## src/rtl/fp_mul_pkg.sv

```systemverilog
// fp_mul_pkg: shared classes, stage types, flag indices and helpers for fp_mul_pipe
package fp_mul_pkg;
    typedef enum logic [2:0] {ZERO, SUB, NORM, INF, QNAN, SNAN} fp_class_e;
    // Control that travels alongside the datapath of every stage
    typedef struct packed {
        logic      valid;
        logic      sign;
        fp_class_e ca;
        fp_class_e cb;
    } stage_ctl_t;
    // Rounding information handed from normalisation to the rounding stage
    typedef struct packed {
        logic g;
        logic r;
        logic s;
        logic tiny;
    } rnd_bits_t;
    localparam int FLAG_INVALID   = 3;
    localparam int FLAG_OVERFLOW  = 2;
    localparam int FLAG_UNDERFLOW = 1;
    localparam int FLAG_INEXACT   = 0;
    function automatic int bias(input int exp_len);
        return (1 << (exp_len - 1)) - 1;
    endfunction
    function automatic fp_class_e classify(input logic exp_zero, input logic exp_ones,
                                           input logic mant_zero, input logic mant_msb);
        return exp_zero ? (mant_zero ? ZERO : SUB)
             : exp_ones ? (mant_zero ? INF : mant_msb ? QNAN : SNAN)
             : NORM;
    endfunction
endpackage

```

## src/rtl/fp_lzc.sv

```systemverilog
// fp_lzc: leading-zero counter, returns W for an all-zero input
// Ports: i_data (W bits) in, o_count ($clog2(W+1) bits) out
module fp_lzc #(
    parameter int W = 22,
    localparam int CW = $clog2(W + 1)
) (
    input  logic [W-1:0]  i_data,
    output logic [CW-1:0] o_count
);
    // Ascending scan: the highest set bit is the last one to write the count
    always_comb begin
        o_count = CW'(W);
        for (int i = 0; i < W; i++)
            if (i_data[i]) o_count = CW'(W - 1 - i);
    end
endmodule

```

## src/rtl/fp_mul_pipe.sv

```systemverilog
// fp_mul_pipe: 3-stage pipelined floating-point multiplier (unpack/multiply, normalise, round)
// Ports: clk, rst (sync active-high); in_valid/in_ready/a/b operand handshake;
//        out_valid/out_ready/result/flags result handshake, flags = {invalid, overflow, underflow, inexact}
module fp_mul_pipe
    import fp_mul_pkg::*;
#(
    parameter int EXP_LEN  = 5,
    parameter int MANT_LEN = 10,
    localparam int FLOAT_LEN = 1 + EXP_LEN + MANT_LEN
) (
    input  logic                 clk,
    input  logic                 rst,
    input  logic                 in_valid,
    output logic                 in_ready,
    input  logic [FLOAT_LEN-1:0] a,
    input  logic [FLOAT_LEN-1:0] b,
    output logic                 out_valid,
    input  logic                 out_ready,
    output logic [FLOAT_LEN-1:0] result,
    output logic [3:0]           flags
);
    localparam int P    = MANT_LEN + 1;
    localparam int PW   = 2 * P;
    localparam int XW   = EXP_LEN + 2;
    localparam int LZW  = $clog2(PW + 1);
    localparam int BIAS = bias(EXP_LEN);
    localparam logic [EXP_LEN-1:0]  EXP_ONES  = '1;
    localparam logic [MANT_LEN-1:0] QNAN_MANT = {1'b1, {(MANT_LEN - 1){1'b0}}};

    logic w_en1, w_en2, w_en3;
    stage_ctl_t w1_ctl, r1_ctl, r2_ctl;
    logic [PW-1:0] r1_prod;
    logic [EXP_LEN:0] r1_esum, r2_exp;
    logic [MANT_LEN-1:0] r2_mant;
    rnd_bits_t r2_rnd;
    logic r_out_valid;
    logic [FLOAT_LEN-1:0] r_result;
    logic [3:0] r_flags;

    // Bubbles collapse: an empty stage always loads, a full one only when its successor moves
    assign w_en3    = ~r_out_valid | out_ready;
    assign w_en2    = ~r2_ctl.valid | w_en3;
    assign w_en1    = ~r1_ctl.valid | w_en2;
    assign in_ready = w_en3;

    // S1: unpack, classify, sign, significand product
    logic [EXP_LEN-1:0] w_ea, w_eb;
    logic [MANT_LEN-1:0] w_ma, w_mb;
    logic w_za, w_zb;
    assign w_ea = a[FLOAT_LEN-2:MANT_LEN];
    assign w_eb = b[FLOAT_LEN-2:MANT_LEN];
    assign w_ma = a[MANT_LEN-1:0];
    assign w_mb = b[MANT_LEN-1:0];
    assign w_za = ~|w_ea;
    assign w_zb = ~|w_eb;
    assign w1_ctl = '{valid: in_valid & in_ready,
                      sign:  a[FLOAT_LEN-1] ^ b[FLOAT_LEN-1],
                      ca:    classify(w_za, &w_ea, ~|w_ma, w_ma[MANT_LEN-1]),
                      cb:    classify(w_zb, &w_eb, ~|w_mb, w_mb[MANT_LEN-1])};

    // S2: normalise, unbounded biased exponent, denormalising shift with sticky
    logic [LZW-1:0] w_lz;
    logic [PW-1:0] w_norm;
    logic [PW-2:0] w_den;
    logic [XW-1:0] w_exp, w_sh_raw, w_sh;
    logic w_tiny, w_lost;
    fp_lzc #(.W(PW)) u_lzc (.i_data(r1_prod), .o_count(w_lz));
    assign w_norm   = r1_prod << w_lz;
    assign w_exp    = XW'(r1_esum) - XW'(BIAS) - XW'(w_lz) + XW'(1);
    assign w_tiny   = w_exp[XW-1] | ~|w_exp;
    assign w_sh_raw = XW'(1) - w_exp;
    // Shifts past MANT_LEN+2 all leave only sticky, so clamping there keeps the result exact
    assign w_sh     = !w_tiny ? '0 : w_sh_raw > XW'(MANT_LEN + 3) ? XW'(MANT_LEN + 3) : w_sh_raw;
    // The hidden bit is implied by the exponent field, so it is dropped here
    assign w_den    = (PW - 1)'(w_norm >> w_sh);
    assign w_lost   = |(w_norm & ~({PW{1'b1}} << w_sh));

    // S3: RNE on {exp, mant} so mantissa carry ripples into the exponent; then specials
    logic w_rnd, w_inx, w_ovf, w_inf_zero, w_nan, w_any_inf, w_any_zero, w_special;
    logic [EXP_LEN+MANT_LEN:0] w_sum;
    logic [FLOAT_LEN-1:0] w_res;
    logic [3:0] w_flg;
    assign w_rnd      = r2_rnd.g & (r2_rnd.r | r2_rnd.s | r2_mant[0]);
    assign w_inx      = r2_rnd.g | r2_rnd.r | r2_rnd.s;
    assign w_sum      = {r2_exp, r2_mant} + (EXP_LEN + MANT_LEN + 1)'(w_rnd);
    assign w_ovf      = w_sum[EXP_LEN+MANT_LEN:MANT_LEN] >= (EXP_LEN + 1)'((1 << EXP_LEN) - 1);
    assign w_inf_zero = (r2_ctl.ca == INF && r2_ctl.cb == ZERO) || (r2_ctl.ca == ZERO && r2_ctl.cb == INF);
    assign w_nan      = r2_ctl.ca inside {QNAN, SNAN} || r2_ctl.cb inside {QNAN, SNAN} || w_inf_zero;
    assign w_any_inf  = r2_ctl.ca == INF || r2_ctl.cb == INF;
    assign w_any_zero = r2_ctl.ca == ZERO || r2_ctl.cb == ZERO;
    assign w_special  = w_nan | w_any_inf | w_any_zero;
    assign w_res = w_nan                  ? {1'b0, EXP_ONES, QNAN_MANT}
                 : w_any_inf              ? {r2_ctl.sign, EXP_ONES, {MANT_LEN{1'b0}}}
                 : w_any_zero             ? {r2_ctl.sign, {(EXP_LEN + MANT_LEN){1'b0}}}
                 : w_ovf                  ? {r2_ctl.sign, EXP_ONES, {MANT_LEN{1'b0}}}
                 : {r2_ctl.sign, w_sum[EXP_LEN+MANT_LEN-1:0]};
    always_comb begin
        w_flg = '0;
        w_flg[FLAG_INVALID]   = w_inf_zero | r2_ctl.ca == SNAN | r2_ctl.cb == SNAN;
        w_flg[FLAG_OVERFLOW]  = ~w_special & w_ovf;
        w_flg[FLAG_UNDERFLOW] = ~w_special & r2_rnd.tiny & w_inx;
        w_flg[FLAG_INEXACT]   = ~w_special & (w_inx | w_ovf);
    end

    always_ff @(posedge clk) begin
        if (rst) begin
            r1_ctl      <= '0;
            r2_ctl      <= '0;
            r_out_valid <= 1'b0;
            r_result    <= '0;
            r_flags     <= '0;
        end else begin
            if (w_en1) begin
                r1_ctl  <= w1_ctl;
                r1_prod <= PW'({~w_za, w_ma}) * PW'({~w_zb, w_mb});
                // Subnormals use effective exponent 1
                r1_esum <= {1'b0, w_ea[EXP_LEN-1:1], w_ea[0] | w_za}
                         + {1'b0, w_eb[EXP_LEN-1:1], w_eb[0] | w_zb};
            end
            if (w_en2) begin
                r2_ctl  <= r1_ctl;
                r2_exp  <= w_tiny ? '0 : w_exp[EXP_LEN:0];
                r2_mant <= w_den[PW-2 -: MANT_LEN];
                r2_rnd  <= '{g: w_den[PW-P-1], r: w_den[PW-P-2],
                             s: |w_den[PW-P-3:0] | w_lost, tiny: w_tiny};
            end
            if (w_en3) begin
                r_out_valid <= r2_ctl.valid;
                r_result    <= w_res;
                r_flags     <= w_flg;
            end
        end
    end

    assign out_valid = r_out_valid;
    assign result    = r_result;
    assign flags     = r_flags;
endmodule

```

## config.mk

```make
export PLATFORM = sky130hd
export DESIGN_NAME = fp_mul_pipe
export DESIGN_NICKNAME = d
export VERILOG_FILES = /design/src/rtl/fp_mul_pkg.sv /design/src/rtl/fp_lzc.sv /design/src/rtl/fp_mul_pipe.sv
export SDC_FILE = /design/constraint.sdc
export NUM_CORES = 1
export LEC_CHECK = 0
export ABC_AREA = 1
export ABC_CLOCK_PERIOD_IN_PS = 5500
export CORE_MARGIN = 2
export CORE_UTILIZATION = 45
export CTS_BUF_LIST = sky130_fd_sc_hd__clkbuf_8
export CTS_CLUSTER_SIZE = 10
export DETAILED_ROUTE_END_ITERATION = 6
export PLACE_DENSITY = 0.69
export SETUP_SLACK_MARGIN = 0.4
export SLEW_MARGIN = 20
export SYNTH_ARGS = -nofsm -noshare
export SYNTH_HDL_FRONTEND = slang
export SYNTH_SLANG_ARGS = --single-unit
```

## constraint.sdc

```tcl
create_clock -name clk -period 5.5 [get_ports clk]
set_input_delay 0.825 -clock clk [delete_from_list [all_inputs] [get_ports clk]]
set_output_delay 0.825 -clock clk [all_outputs]
set_load 0.01 [all_outputs]
```

* Word-level counts from Yosys, hierarchy flattened *
Index checks and enable logic that the tools add are counted.

storage, ports and cells
  register bits after elaboration = 85
  input bits = 36

cells by class
  multiplexer cells = 38
  bitwise gates (word level) = 30
  equal/unequal tests = 6
  $lt $le $gt $ge = 2
  reduce and logical (&&, ||, !) cells = 25
  shift-type cells = 3
  $mul = 1
  add/sub/neg operators = 6

operators with widths
  cell                     count
  $mux W5                  16
  $mux W15                 3
  $mux W3                  10
  $and A22 B22 Y22         1
  $mul A11 B11 Y22         1
  $not A22 Y22             1
  $reduce_or A22 Y1        1
  $shl A22 B5 Y22          1
  $shl A22 B7 Y22 const A  1
  $shr A22 B7 Y21          1
  $reduce_or A10 Y1        2
  $add A16 B1 Y16          1
  $mux W16                 1
  $or A1 B1 Y1             16
  $mux W7                  2
  $eq A3 B3 Y1 const B     4
  $reduce_and A5 Y1        2
  $reduce_or A5 Y1         2
  $reduce_or A9 Y1         1
  $add A7 B1 Y7 const B    1
  $gt A7 B4 Y1 const B     1
  $reduce_or A7 Y1         1
  $sub A1 B7 Y7 const A    1
  $sub A6 B4 Y7 const B    1
  other kinds (15)         39

* Logic depth before layout (Yosys ltp) *
Gate-level depths: netlist (run 1).

  depth in word-level cells = 33
  mapped depth = 49
  mapped depth without buffers = 48

* Cells and area by module *
Synthesis (run 1) repeated with hierarchy kept, for this count alone.

unflattened totals
  cells, all modules = 1457
  area, all modules = 10283.6 µm²

by module, submodules not included
  module       area each (µm²)  cells each  sequential area each (µm²)  instances
  fp_mul_pipe  9995.8           1392        2182.1                      1
  fp_lzc       287.8            65          0.0                         1

* Worst setup path after synthesis (run 1) *
No wires, ideal clock.

  kind = input-to-reg
  from = input port b[4]
  to = register r1_prod[20] (data pin)
  arrival = 5560 ps
  required time = 5243 ps
  library setup time = 257 ps
  path slack = -318 ps
  buffers on the path = 1
  stages = 26
  path through = clkbuf_1 -> nand2_1 -> fa_1 -> inv_1 -> fa_1 -> inv_1 -> fa_1 -> inv_1 -> fa_1 -> fa_1 -> ha_1 -> a21oi_1 -> nand2_1 -> a21oi_1 -> o21bai_1 -> a21oi_1 -> o21bai_1 -> nand2_1 -> inv_1 -> nor2_1 -> inv_1 -> a21oi_1 -> o21ai_0 -> nand3_1 -> nand2_1 -> xor2_1

between the ends
  cells in the longest elaborated chain, start to end = 1

ends and longest elaborated chain
  item                  RTL line            RTL
  start, declared       fp_mul_pipe.sv:16   input logic [FLOAT_LEN-1:0] b,
  $mul A11 B11 Y22      fp_mul_pipe.sv:115  r1_prod <= PW'({~w_za, w_ma}) * PW'({~w_zb, w_mb});
  end signal, assigned  fp_mul_pipe.sv:115
  end, declared         fp_mul_pipe.sv:32   logic [PW-1:0] r1_prod;

Every way passes these cells.
A chain may end at the register's enable or synchronous reset.

* Worst setup path in the final report (run 1) *
  from = input port b[4]
  to = register r1_prod[21] (data pin)

Same word-level chain as after synthesis.

==> results.sh, run 1 <==
export IMPL_clk_pin_slew_ps=90
export IMPL_cts_tree="done"
export IMPL_drt_iter0_markers=521
export IMPL_finalMaxSlewViolations=0
export IMPL_final_period_utilization_pct=97.99
export IMPL_synth_edf_count=48
export IMPL_tightest_slew_ps=958.4
export IMPL_crit_required_ps=5610
export IMPL_dp_final_hpwl_um=19260
export IMPL_grt_total_usage_pct=20.94
export IMPL_comb_power_share_pct=81.6
export IMPL_wire_per_inst_um=13.59
export IMPL_period_minus_slack_ps=5389
export IMPL_reg2reg_depth=42
export IMPL_layout_common_cells="325 x nand2_1, 224 x inv_1, 145 x nand3_1, 134 x buf_4, 78 x fa_1"
export IMPL_pwr_share_seq_pct=13.4
export IMPL_hold_viol_final=0
export IMPL_cpPeakStageDelay_ps=520
export IMPL_portBuffers=57
export IMPL_max_freq_mhz=185.5
export IMPL_maxCapViolations=0
export IMPL_rows=54
export IMPL_reg2reg_from="r1_prod[0]$_DFFE_PP_"
export IMPL_synthArstFlopShare_pct=0
export IMPL_rsz0062_at_grt="yes"
export IMPL_total_power_mw=8.283
export IMPL_netlist_instances=1390
export IMPL_synth_seq_cells=85
export IMPL_fill_cells=1929
export IMPL_area_growth_syn_to_layout_pct=28.66
export IMPL_grt_pass1_vias=9239
export IMPL_firstDrtPassIters=5
export IMPL_worstHoldStart="r1_ctl[2]$_SDFFE_PP0N_"
export IMPL_htreeDepth=3
export IMPL_internal_power_mw=4.309
export IMPL_ios=58
export IMPL_p_leak_nw=6.449
export IMPL_grt_pass1_wl_um=41630
export IMPL_via_count=9588
export IMPL_cts_buffers=9
export IMPL_clock_root_buffer="clkbuf_8"
export IMPL_cpMostUsedCell="nand2_2"
export IMPL_drive_gt1_share_pct=22.65
export IMPL_p_clk_share_pct=4.9
export IMPL_p_sw_mw=3.974
export IMPL_grt_overflow=0
export IMPL_ant_nets=0
export IMPL_ys_types=51
export IMPL_final_common_cell="nand2_1"
export IMPL_clk_latency_ps=360
export IMPL_placeableCoreArea_um2=21760
export IMPL_die_w_um=152.8
export IMPL_arrival_ps=5500
export IMPL_fin_tns_setup_ps=0
export IMPL_ys_warn_count=0
export IMPL_crit_type="in -> reg"
export IMPL_fin_nets=1768
export IMPL_antenna_found_initial=0
export IMPL_start_util_pct=45.77
export IMPL_synth_flop_cell="edfxtp_1"
export IMPL_cts_sinks=85
export IMPL_diodes=0
export IMPL_max_slew_margin_pct=36.03
export IMPL_cp_start_kind="primary input"
export IMPL_swShare_pct=47.98
export IMPL_ys_seq_area_share_pct=21.92
export IMPL_ir_drop_v=0.0003624
export IMPL_grt_max_degree=29
export IMPL_drc=0
export IMPL_dieArea_um2=23330
export IMPL_critPathLaunch="b[4]"
export IMPL_min_path_type="reg -> reg"
export IMPL_ctsLongestPathBuffers=2
export IMPL_gp_congestion=0.9163
export IMPL_powerDensity_nw_per_um2=646.5
export IMPL_synth_nets=1587
export IMPL_die_height_um=152.8
export IMPL_crit_slowest_cell="fa_1"
export IMPL_synth_area_um2=9957
export IMPL_syn_area_per_cell_um2=7.163
export IMPL_whs_path_depth=2
export IMPL_setup_viol=0
export IMPL_end_kind="flop"
export IMPL_via_per_inst=5.166
export IMPL_clock_skew_ps=14.90
export IMPL_crit_fanout=4
export IMPL_status="complete, no violations"
export IMPL_wl_um=25230
-- power by group through the flow --
stage / clock (mW) / combinational [mW] / sequential [mW]
5_1_grt: 0.446 / 7.46 / 1.13
3_5_place_dp: 0 / 5.05 / 1.13
4_1_cts: 0.419 / 5.66 / 1.11
3_3_place_gp: 0 / 4.97 / 1.12
6_report: 0.408 / 6.76 / 1.11
2_1_floorplan: 0 / 3.73 / 1.10
-- registers in the layout, summed over array words and instances, names as in the netlist, 6 cells and up --
signal and count:
r1_prod 22, result 16, r2_mant 10, r1_ctl 8
r2_ctl 8, r1_esum 6, r2_exp 6
-- metal layers --
metal  global-route usage (%)  share of wire [%]
met5                        0                  0
met4                    5.335                1.8
met3                    1.394                3.5
met2                    38.71                 51
met1                    26.53                 43
-- final timing paths --
kind	end	slack, ps
min	r1_ctl[2]$_SDFFE_PP0N_	460
min reg2reg	r1_ctl[2]$_SDFFE_PP0N_	460
max	r1_prod[21]$_DFFE_PP_	110
max reg2reg	r2_rnd[1]$_DFFE_PP_	450
-- logic make-up (layout without fill, tap and decap cells) --
| kind of cell | count (synthesis) | after routing | share of synthesized area (%) |
|---|---|---|---|
| compound gates | 140 | 140 | 8.080 |
| xor+xnor | 32 | 32 | 2.815 |
| fa+ha+maj | 161 | 161 | 26.41 |
| buf+inv | 304 | 489 | 11.80 |
| flops | 85 | 85 | 21.92 |
| simple gates | 668 | 669 | 28.98 |
-- critical path, delay by kind of cell --
| kind | cells | cell delay [ps] |
|---|---|---|
| and+or+nand+nor | 12 | 970 |
| buffers and inverters | 10 | 920 |
| adders and majority gates | 6 | 2100 |
| xor gates and xnor gates | 1 | 130 |
| AOI/OAI and AO/OA | 5 | 530 |
-- area by class of cell --
| class | instances | area [um^2] | area share (%) |
|---|---|---|---|
| multi-input cells | 1002 | 7261 | 56.68 |
| flip-flops and latches | 85 | 2182 | 17.03 |
| repair buffers | 220 | 1866 | 14.56 |
| inverters | 253 | 972.2 | 7.589 |
| well taps | 280 | 350.3 | 2.735 |
| clock buffers | 9 | 123.9 | 0.9669 |
| clock inverters | 7 | 56.30 | 0.4395 |
-- cells in the mapped netlist, types with 5 or more instances --
| cell type | count | area share (%) |
|---|---|---|
| dfxtp_1 | 37 | 7.4 |
| nand3b_1 | 7 | 0.53 |
| xor2_1 | 20 | 1.8 |
| nand3_1 | 168 | 8.4 |
| edfxtp_1 | 48 | 14 |
| fa_1 | 82 | 16 |
| nand2_1 | 360 | 14 |
| nor3_1 | 11 | 0.55 |
| nand4_1 | 6 | 0.38 |
| clkbuf_1 | 38 | 1.4 |
| o21bai_1 | 5 | 0.38 |
| ha_1 | 79 | 9.9 |
| o21ai_0 | 38 | 1.9 |
| nor4_1 | 7 | 0.44 |
| xnor2_1 | 12 | 1.1 |
| buf_2 | 9 | 0.45 |
| nor2_1 | 82 | 3.1 |
| a21oi_1 | 66 | 3.3 |
| inv_1 | 247 | 9.3 |
| nand2_2 | 5 | 0.31 |
| a211oi_1 | 5 | 0.38 |
-- repair_timing --
| action | 4_1_cts | 5_1_grt |
|---|---|---|
| cloned | 1 | 1 |
| hold buffers | 0 | 0 |
| gates resized for setup | 116 | 134 |
| endpoints found under the hold margin | 0 | 0 |
| pin swaps | 45 | 87 |
| setup buffers | 36 | 30 |
| setup endpoints to repair | 12 | 22 |
-- stage by stage --
stage	cell area, um^2	hold slack, ps	instances	setup slack [ps]	utilization (%)
after global routing	12810	488.4	1856	-79.85	58.89
after floorplan	10300	424.2	1390	97.60	-
after detailed placement	11540	446.7	1772	-676.6	53.07
after global placement	11540	442.0	1772	-587.5	53.07
after CTS	12070	461.3	1825	187.8	55.46
final	12810	456.6	1856	110.6	58.89
Note: power is estimated with default switching activity, not from simulation.
==> inputs of run 2 (changes only) <==
--- a/config.mk
+++ b/config.mk
@@ -7,6 +7,7 @@
 export LEC_CHECK = 0
 export ABC_AREA = 1
 export ABC_CLOCK_PERIOD_IN_PS = 5500
+export CORE_ASPECT_RATIO = 0.7
 export CORE_MARGIN = 2
 export CORE_UTILIZATION = 45
 export CTS_BUF_LIST = sky130_fd_sc_hd__clkbuf_8
==> constraint.sdc (replaced) <==
create_clock -name clk -period 5.5 [get_ports clk]
set_input_delay 0.825 -clock clk [delete_from_list [all_inputs] [get_ports clk]]
set_output_delay 0.825 -clock clk [all_outputs]
set_load 0.1 [all_outputs]
==> results.sh, run 2 (synthesized netlist as in run 1, its figures left out) <==
export IMPL_swShare_pct=48.87
export IMPL_drt_iter0_markers=869
export IMPL_rsz0062_at_grt="yes"
export IMPL_min_path_type="reg -> reg"
export IMPL_critPathLaunch="b[14]"
export IMPL_placeableCoreArea_um2=21680
export IMPL_pwr_share_seq_pct=13.7
export IMPL_reg2reg_from="r1_prod[1]$_DFFE_PP_"
export IMPL_ctsLongestPathBuffers=2
export IMPL_crit_required_ps=5630
export IMPL_regMostFlops="r1_prod"
export IMPL_cts_sinks=85
export IMPL_finalMaxSlewViolations=0
export IMPL_layout_common_cells="333 x nand2_1, 227 x inv_1, 150 x nand3_1, 116 x buf_4, 79 x fa_1"
export IMPL_end_kind="flop"
export IMPL_drive_gt1_share_pct=21.11
export IMPL_p_clk_share_pct=5.6
export IMPL_htreeDepth=3
export IMPL_internal_power_mw=4.156
export IMPL_clock_skew_ps=17.91
export IMPL_crit_fanout=3
export IMPL_dpl_cell_count=1778
export IMPL_grt_pass1_vias=9041
export IMPL_ff_latch_area_um2=2182
export IMPL_drc=0
export IMPL_wl_um=25040
export IMPL_maxCapViolations=0
export IMPL_gp_congestion=0.9618
export IMPL_instances_no_fill=1845
export IMPL_cpMostUsedCell="fa_1"
export IMPL_p_sw_mw=3.973
export IMPL_firstDrtPassIters=6
export IMPL_grt_pass1_wl_um=41690
export IMPL_final_period_utilization_pct=96.13
export IMPL_portBuffers=57
export IMPL_powerDensity_nw_per_um2=639.3
export IMPL_hold_viol_final=0
export IMPL_clk_pin_slew_ps=110
export IMPL_clock_root_buffer="clkbuf_8"
export IMPL_crit_type="in -> reg"
export IMPL_die_w_um=181.8
export IMPL_worst_path_buf_inv=5
export IMPL_fin_nets=1755
export IMPL_start_util_pct=45.93
export IMPL_p_leak_nw=6.414
export IMPL_total_power_mw=8.129
export IMPL_dieArea_um2=23350
export IMPL_whs_path_depth=2
export IMPL_final_common_cell="nand2_1"
export IMPL_max_freq_mhz=189.1
export IMPL_comb_power_share_pct=80.7
export IMPL_cpPeakStageDelay_ps=570
export IMPL_r2r_end="r2_rnd[1]$_DFFE_PP_"
export IMPL_whs_endpoint="r1_ctl[5]$_SDFFE_PP0N_"
export IMPL_period_minus_slack_ps=5287
export IMPL_crit_slowest_cell="fa_1"
export IMPL_via_count=9554
export IMPL_largest_register_ffs=22
export IMPL_diodes=0
export IMPL_clk_latency_ps=380
export IMPL_area_growth_syn_to_layout_pct=27.71
export IMPL_status="complete, no violations"
export IMPL_max_slew_margin_pct=32.89
export IMPL_cts_hold_buffers=0
export IMPL_grt_overflow=0
export IMPL_antenna_found_initial=0
export IMPL_cp_start_kind="primary input"
export IMPL_wire_per_inst_um=13.57
export IMPL_cts_tree="done"
export IMPL_crit_chain="buf_8 > nor3_4 > nand3_4 > nand2_2 > fa_1 > fa_1 > fa_1 > inv_2 > fa_1 > fa_1 > ha_1 > inv_1 > o21bai_2 > a21oi_2 > o21bai_1 > nand2_1 > inv_2 > nor2_1 > inv_1 > a21oi_2 > o21ai_2 > nand3_1 > nand2_1 > xor2_1"
export IMPL_multi_input_area_um2=7173
export IMPL_dp_final_hpwl_um=19270
export IMPL_worstHoldStart="r1_ctl[5]$_SDFFE_PP0N_"
export IMPL_dp_worst_setup_slack_ps=-744.8
export IMPL_fin_tns_setup_ps=0
export IMPL_die_height_um=128.5
export IMPL_grt_max_degree=29
export IMPL_reg2reg_depth=41
export IMPL_via_per_inst=5.178
export IMPL_ff2ff_setup_slack_ps=420
export IMPL_rows=45
export IMPL_cts_buffers=9
export IMPL_final_util_pct=58.66
export IMPL_fill_cells=1921
export IMPL_ios=58
export IMPL_arrival_ps=5420
export IMPL_crit_family="adder cells"
export IMPL_setup_viol=0
export IMPL_setup_slack_ps=212.8
export IMPL_grt_total_usage_pct=21.52
export IMPL_tightest_slew_ps=1003
export IMPL_ant_nets=0
export IMPL_ir_drop_v=0.0003855
==> run 2: tightest hold or removal path, delay by kind of cell (launching register included) <==
| family | cells | cell delay (ps) |
|---|---|---|
| buffers and inverters | 1 | 50 |
| AOI/OAI and AO/OA | 1 | 50 |
| DFF | 1 | 320 |
==> run 2: worst max-delay path by stage <==
| stage | to | slack, ps | cells past startpoint |
|---|---|---|---|
| floorplan | r1_prod[20]$_DFFE_PP_ | 100 | 26 |
| global placement | r1_prod[20]$_DFFE_PP_ | -580 | 31 |
| detailed placement | r1_prod[20]$_DFFE_PP_ | -740 | 31 |
| CTS | r1_prod[20]$_DFFE_PP_ | 140 | 27 |
| global route | r1_prod[20]$_DFFE_PP_ | -100 | 27 |
| finish | r1_prod[20]$_DFFE_PP_ | 210 | 24 |
==> run 2: cell type report <==
| type | instances | share of cell area, % |
|---|---|---|
| Sequential cell | 85 | 17.16 |
| Inverter | 253 | 7.527 |
| Clock inverter | 7 | 0.6002 |
| Timing Repair Buffer | 207 | 14.55 |
| Multi-Input combinational cell | 1002 | 56.41 |
| Clock buffer | 9 | 0.9741 |
| Tap cell | 282 | 2.775 |
==> run 2: stage by stage <==
stage	cell area [um^2]	hold WS, ps
4_1_cts	12120	466.1
3_3_place_gp	11590	446.6
3_5_place_dp	11590	447.9
2_1_floorplan	10300	424.2
6_report	12720	465.0
5_1_grt	12720	489.8
==> run 2: routing by layer <==
metal  GRT usage (%)  vias to the layer above  share of wire (%)
met1           32.04                     4457                 49
li1                -                     4754                  -
met3           4.274                       30                7.1
met2           32.48                      313                 42
met5               0                        -                  0
met4           4.543                        0                1.3
==> run 2: repair_timing <==
action	in CTS	in global routing
pin swaps	58	63
resized for setup	111	121
buffers inserted	33	16
endpoints found under the setup margin	11	22
cloned	1	1
==> run 2: power groups by stage <==
stage / sequential, mW / clock [mW] / combinational, mW
after floorplan: 1.13 / 0 / 3.73
after global placement: 1.12 / 0 / 5.06
after detailed placement: 1.12 / 0 / 5.12
after CTS: 1.11 / 0.463 / 5.54
after global routing: 1.13 / 0.493 / 7.26
final: 1.11 / 0.459 / 6.56
